===== config.mk =====
export PLATFORM = sky130hd
export DESIGN_NAME = spm_program_loader
export DESIGN_NICKNAME = d
export VERILOG_FILES = /design/src/rtl/spm_pkg.sv /design/src/rtl/spm_program_loader.sv
export SDC_FILE = /design/constraint.sdc
export NUM_CORES = 1
export LEC_CHECK = 0
export ABC_AREA = 1
export CORE_ASPECT_RATIO = 1.25
export CORE_MARGIN = 2
export CORE_UTILIZATION = 47
export CTS_BUF_LIST = sky130_fd_sc_hd__clkbuf_4 sky130_fd_sc_hd__clkbuf_8
export DETAILED_ROUTE_END_ITERATION = 8
export MAX_ROUTING_LAYER = met4
export PLACE_DENSITY = 0.79
export RECOVER_POWER = 25
export SKIP_LAST_GASP = 1
export SLEW_MARGIN = 0
export SYNTH_ARGS = -nofsm -noshare
export SYNTH_HDL_FRONTEND = slang
export SYNTH_SLANG_ARGS = --single-unit

===== constraint.sdc =====
create_clock -name clk -period 1.9 [get_ports clk]
set_clock_uncertainty 0.1 [all_clocks]
set_input_delay 0.38 -clock clk [delete_from_list [all_inputs] [get_ports clk]]
set_output_delay 0.38 -clock clk [all_outputs]
set_load 0.01 [all_outputs]

===== src/rtl/spm_pkg.sv =====
// Shared definitions for the scratch-pad program loader, the CPU it feeds,
// and the bench: loader state encoding and default memory geometry.
package spm_pkg;

  localparam int unsigned SPM_WORD_SIZE = 8;
  localparam int unsigned SPM_ADDR_SIZE = 8;

  typedef enum logic [2:0] {
    IDLE    = 3'd0,
    CLEAR   = 3'd1,
    LOAD    = 3'd2,
    RUN     = 3'd3,
    HALTED  = 3'd4,
    TIMEOUT = 3'd5
  } spm_state_e;

endpackage


===== src/rtl/spm_program_loader.sv =====
// Program loader for a scratch-pad CPU memory.
// A session (start) optionally zero-fills the whole memory, streams a program
// image in from a valid/ready source starting at base_addr (address wraps),
// then releases the CPU from reset and times its run until HALT or timeout.
//
// Ports:
//   clk, rst             clock, synchronous active-high reset
//   start                one-cycle session request (IDLE/HALTED/TIMEOUT only)
//   clear_en, base_addr  session options, sampled with start
//   in_valid/in_ready    program word handshake; in_data word, in_last final
//   mem_wr/mem_addr/     memory write port
//   mem_wdata
//   cpu_rst              CPU hold-in-reset (low only while running)
//   cpu_halt             CPU has executed HALT
//   busy, done, timeout  session status
//   run_cycles           CPU cycles spent in RUN (saturating)
module spm_program_loader
  import spm_pkg::*;
#(
  parameter int unsigned WORD_SIZE   = SPM_WORD_SIZE,
  parameter int unsigned ADDR_SIZE   = SPM_ADDR_SIZE,
  parameter int unsigned TIMEOUT_CYC = 1400
) (
  input  logic                 clk,
  input  logic                 rst,
  input  logic                 start,
  input  logic                 clear_en,
  input  logic [ADDR_SIZE-1:0] base_addr,
  input  logic                 in_valid,
  output logic                 in_ready,
  input  logic [WORD_SIZE-1:0] in_data,
  input  logic                 in_last,
  output logic                 mem_wr,
  output logic [ADDR_SIZE-1:0] mem_addr,
  output logic [WORD_SIZE-1:0] mem_wdata,
  output logic                 cpu_rst,
  input  logic                 cpu_halt,
  output logic                 busy,
  output logic                 done,
  output logic                 timeout,
  output logic [15:0]          run_cycles
);

  localparam logic [31:0] RUN_LAST = 32'(TIMEOUT_CYC - 1);

  spm_state_e           state_q, state_d;
  logic [ADDR_SIZE-1:0] base_q, base_d;
  // Shared offset: clear address in CLEAR, load offset in LOAD.
  logic [ADDR_SIZE-1:0] off_q, off_d;
  logic [15:0]          run_q, run_d;
  logic                 cpu_rst_q, cpu_rst_d;
  logic                 busy_q, busy_d;
  logic                 done_q, done_d;
  logic                 timeout_q, timeout_d;

  always_comb begin
    state_d   = state_q;
    base_d    = base_q;
    off_d     = off_q;
    run_d     = run_q;
    in_ready  = 1'b0;
    mem_wr    = 1'b0;
    mem_addr  = '0;
    mem_wdata = '0;

    unique case (state_q)
      IDLE, HALTED, TIMEOUT: begin
        if (start) begin
          base_d  = base_addr;
          off_d   = '0;
          run_d   = '0;
          state_d = clear_en ? CLEAR : LOAD;
        end
      end
      CLEAR: begin
        mem_wr   = 1'b1;
        mem_addr = off_q;
        // Offset rolls over to 0 on the last address, ready for LOAD.
        off_d    = off_q + 1'b1;
        if (off_q == '1) state_d = LOAD;
      end
      LOAD: begin
        in_ready = 1'b1;
        if (in_valid) begin
          mem_wr    = 1'b1;
          mem_addr  = base_q + off_q;
          mem_wdata = in_data;
          off_d     = off_q + 1'b1;
          if (in_last) state_d = RUN;
        end
      end
      RUN: begin
        // The exiting cycle is counted too, so halting in the Nth RUN
        // cycle reports N.
        run_d = (run_q == 16'hFFFF) ? run_q : run_q + 16'd1;
        if (cpu_halt)                     state_d = HALTED;
        else if ({16'h0, run_q} == RUN_LAST) state_d = TIMEOUT;
      end
      default: state_d = IDLE;
    endcase

    // Status flags are registered from the next state so they line up with it.
    cpu_rst_d = (state_d != RUN);
    busy_d    = (state_d == CLEAR) || (state_d == LOAD) || (state_d == RUN);
    done_d    = (state_d == HALTED) || (state_d == TIMEOUT);
    timeout_d = (state_d == TIMEOUT);
  end

  always_ff @(posedge clk) begin
    if (rst) begin
      state_q   <= IDLE;
      base_q    <= '0;
      off_q     <= '0;
      run_q     <= '0;
      cpu_rst_q <= 1'b1;
      busy_q    <= 1'b0;
      done_q    <= 1'b0;
      timeout_q <= 1'b0;
    end else begin
      state_q   <= state_d;
      base_q    <= base_d;
      off_q     <= off_d;
      run_q     <= run_d;
      cpu_rst_q <= cpu_rst_d;
      busy_q    <= busy_d;
      done_q    <= done_d;
      timeout_q <= timeout_d;
    end
  end

  assign cpu_rst    = cpu_rst_q;
  assign busy       = busy_q;
  assign done       = done_q;
  assign timeout    = timeout_q;
  assign run_cycles = run_q;

endmodule


# Word level (Yosys, flattened, before mapping)
# Cells that the tools add are included.
classes:
  add_sub_neg: 3
  eq_ne: 17
  n_mux: 21
  reduce_logical: 10
op_table:
  columns: ["cell", "n"]
  rows:
  - ["$mux 8", 5]
  - ["$mux 16", 2]
  - ["$pmux 16 s2", 1]
  - ["$pmux 8 s3", 1]
  - ["$mux 3", 6]
  - ["$add 16x1->16 const B", 1]
  - ["$eq 16x11->1 const B", 1]
  - ["$eq 16x16->1 const B", 1]
  - ["$pmux 8 s2", 1]
  - ["$eq 3x2->1 const B", 4]
  - ["$eq 3x3->1 const B", 4]
  - ["$pmux 3 s4", 1]
  - ["$add 8x1->8 const B", 1]
  - ["$add 8x8->8", 1]
  - ["$eq 8x8->1 const B", 1]
  - ["$eq 3x1->1 const B", 2]
  - ["$ne 2x2->1 const B", 3]
  - ["$reduce_and 3->1", 2]
  - ["$logic_not 3->1", 1]
  - ["$logic_or 1x1->1", 3]
  - ["$ne 3x2->1 const B", 1]
  - ["$reduce_bool 3->1", 1]
  - ["$reduce_or 3->1", 1]
  - ["$mux 1", 2]
  - ["other kinds (4)", 4]
word_totals:
  regBits: 39
  inputBits: 23
  out_inout_bits: 38
  word_cells: 59

# Logic depth before layout (Yosys ltp)
logic_depth:
  ltp_word: 7
  mapped_depth: 10
  mapped_depth_nobuf: 10

# Least setup slack after synthesis
# OpenSTA, ideal clock, no wires.
synth_timing:
  path_kind: "register to output"
  from: "register off_q[0]"
  to: "output mem_addr[6]"
  arrival_ps: 1517
  required_ps: 1420
  path_slack_ps: -97
  stages_incl_launch_ff: 9
  path_buffers: 0
  cell_sequence: "dfxtp_1 -> ha_1 -> inv_1 -> fa_1 -> nor3_1 -> nand3b_1 -> a21oi_1 -> o21ai_0 -> nand2_1"
synth_via:
  elab_chain_cells: 3
synth_lines:
  columns: ["item", "line_no", "rtl"]
  rows:
  - ["from (decl)", "spm_program_loader.sv:49", "logic [ADDR_SIZE-1:0] off_q, off_d;"]
  - ["from (signal assigned)", "spm_program_loader.sv:113", "off_q <= '0;"]
  - ["from (signal assigned)", "spm_program_loader.sv:122", "off_q <= off_d;"]
  - ["$add 8x8->8", "spm_program_loader.sv:86", "mem_addr = base_q + off_q;"]
  - ["$mux 8", "spm_program_loader.sv:84", "if (in_valid) begin"]
  - ["$pmux 8 s2", "spm_program_loader.sv:66", "unique case (state_q)"]
  - ["to (decl)", "spm_program_loader.sv:34", "output logic [ADDR_SIZE-1:0] mem_addr,"]
# Every way passes these cells.

# Final worst setup path
# Same ends and word-level chain as after synthesis.

==> results.yml <==
logic_synthesis:
  synth_top_area_share: 0.295
  synth_seq_cells: 39
  syn_inst: 424
  synth.most_common_cell: "nand2_1"
  ys_seq_area_frac: 0.295
  synth_commonest_cells: "122 x nand2_1, 51 x inv_1, 48 x nor2_1"
  synth_cell_types: 36
  synth_top_area_cell: "dfxtp_1"
  ys_top_cells_by_area: "dfxtp_1 30%, nand2_1 17%, inv_1 7.2%"
  synth-main-ff-cell: "dfxtp_1"
  avgSynthCellArea_um2: 6.24
  synth_edf_count: 0
  ys_async_sr_fraction: 0
  synth_area_mm2: 0.00264
  syn-num-nets: 457
  ys_warn_count: 0
clocking:
  cts_sinks: 39
  cts-root-buf: "clkbuf_8"
  h-tree-depth: 2
  postCtsHoldBufs: 0
  cts_max_path_buffers: 2
  numCtsBuffers: 5
  clkTransAtPathRegs_ns: 0.08
  worstSkewPairLatency_ns: 0.30
  cts_tree: "built"
global_route:
  grt_start_max_net_pins: 19
  gr-total-overflow: 0
  antenna_found_initial: 0
  grt_pass1_wl_um: 12600
  met3_usage: 0.0357
  top_usage_layer: "met2"
  grt_use_total: 0.260
  grt_pass1_vias: 2887
  grt_use_met2: 0.486
  use_met1: 0.273
die:
  die_x_um: 71.1
  die_height_um: 87.9
  die_area_mm2: 0.00624
  io_pins: 61
  initial_core_util: 0.486
  core-area_mm2: 0.00544
  std_cell_rows: 30
worst_setup_path:
  crit-reg2reg-launch: "state_q[2]$_SDFF_PP0_"
  crit_type: "reg -> out"
  r2r_end: "off_q[6]$_SDFFE_PP0P_"
  critPathArrivalTime_ns: 1.80
  critPathRequiredTime_ns: 1.42
  endpoint_kind: "output pin"
  reg2regPathDepth: 10
  crit_path_start_kind: "flop"
  cp_max_fo: 2
  r2r_slack_ns: 0.05
drt:
  vias_per_cell: 5.26
  vias: 3089
  firstDrtPassIters: 4
  wirelength_um: 7700
  ant_nets: 0
  drtIter0Drc: 197
  post_drt_wl_per_cell_um: 13.1
  drc_errors: 0
sta:
  hold_viol_final: 0
  max-slew-margin-rel: 0.699
  fin_setup_tns_ns: -1.72
  hold_ws_ns: 0.374
  max_freq_mhz: 438
  final_max_slew_viol_count: 0
  worst_slack_ns: -0.383
  min_period_ns: 2.28
  min_period_over_period: 1.20
  rsz0062_at_grt: "yes"
  worst_pin_slew_ns: 0.451
  setup_viol: 7
placed_design:
  place_ws_ns: -0.538
  dp_hpwl_um: 5870
  gp_routability_congestion: 0.962
  port_buffers: 60
finish:
  drive_gt1_frac: 0.218
  final_core_util: 0.691
  area_growth_pct: 42.3
  final_nets: 555
  n_antenna_cell: 0
outcome:
  violations: "negative setup slack"
  outcome: "finished, violations left"
power:
  p_leak_uw: 0.00171
  ir_worst_vdd_uv: 494
  power.density_mw_per_mm2: 706
hold_path:
  hp-start: "base_q[5]$_SDFFE_PP0P_"
  worstHoldPathCells: 2
  hold_path_end: "base_q[5]$_SDFFE_PP0P_"
  hold_class: "reg -> reg"
flow_run:
  cap_viol_max_count: 0
## cell usage in the layout, fill, tap and decap left out, types with 2 or more instances in the layout
cell type	n
nor2_4	2
nand3_1	33
nor2_2	7
o21ai_0	9
nand3_4	2
or2_2	2
nor3_1	8
clkdlybuf4s15_1	2
inv_1	49
ha_4	5
o22ai_1	4
xor2_1	4
dfxtp_2	13
a21oi_1	32
buf_2	8
inv_2	9
nand3_2	3
a21oi_2	3
clkdlybuf4s50_1	36
nand4_1	9
dlygate4sd2_1	7
bufinv_16	2
o21ai_1	4
clkbuf_2	2
buf_4	38
nand3b_1	2
nand2_2	5
dlygate4sd3_1	5
clkbuf_8	5
nor2_1	46
nand2_1	123
ha_1	4
a21o_1	3
dfxtp_1	26
## registers in the layout (all words and copies together), names as in the netlist
register and cells:
done 1, timeout 1, run_cycles 16, cpu_rst 1, off_q 8, base_q 8, state_q 3, busy 1
## area by class of cell
type	instances	area [um^2]
multi-input combinational	318	1690
fill	489	1680
timing repair buffer	100	842
sequential	39	797
inverter	58	218
tap	64	80.1
clock buffer	6	76.3
clock inverter	2	60.1
## cells by family (layout without fill, tap and decap cells)
group / Yosys count / count (layout) / synth area share
flops: 39 / 39 / 0.295
fa+ha+maj: 10 / 10 / 0.0502
xor+xnor: 5 / 5 / 0.0166
buf+inv: 67 / 166 / 0.101
simple gates: 244 / 244 / 0.413
compound gates: 59 / 59 / 0.124
## worst max-delay path: stages (launching register included)
cell and delay (ns):
dfxtp_2 0.36, ha_4 0.14, inv_2 0.03, fa_2 0.34, nor3_1 0.12, nand3b_1 0.15
a21oi_1 0.07, o21ai_1 0.08, nand2_1 0.08, buf_2 0.14
## routing by layer
layer	share of wire	wire length, um
met5	0	0
met4	0.021	164
met3	0.042	324
met2	0.55	4200
met1	0.39	3010
## stage by stage
stage                     instances  instance area, um^2  power [uW]
after floorplan                 424                 2650        1420
final                           587                 3760        2650
after global placement          576                 3560        1790
after global routing            587                 3760        2770
after detailed placement        576                 3560        1800
after CTS                       586                 3750        2660
## power breakdown
| group | switching, uW | internal (uW) | leakage (uW) |
|---|---|---|---|
| Sequential | 42.9 | 882 | 0.000323 |
| Combinational | 508 | 364 | 0.00132 |
| Clock | 318 | 540 | 0.0000688 |
## repair_timing
action	in CTS	in global routing
resized for setup	67	13
pin swaps	8	2
buffers inserted	2	1
endpoints found under the setup margin	18	16
## how the worst max path moves through the flow
stage	startpoint	end	slack, ns
after floorplan	off_q[0]$_SDFFE_PP0P_	mem_addr[6]	0.02
after global placement	in_valid	mem_addr[3]	-0.54
after detailed placement	in_valid	mem_addr[3]	-0.54
after CTS	off_q[0]$_SDFFE_PP0P_	mem_addr[6]	-0.42
after global routing	off_q[0]$_SDFFE_PP0P_	mem_addr[6]	-0.46
final	off_q[0]$_SDFFE_PP0P_	mem_addr[6]	-0.38
No activity file was read; power rests on OpenSTA's default activity.
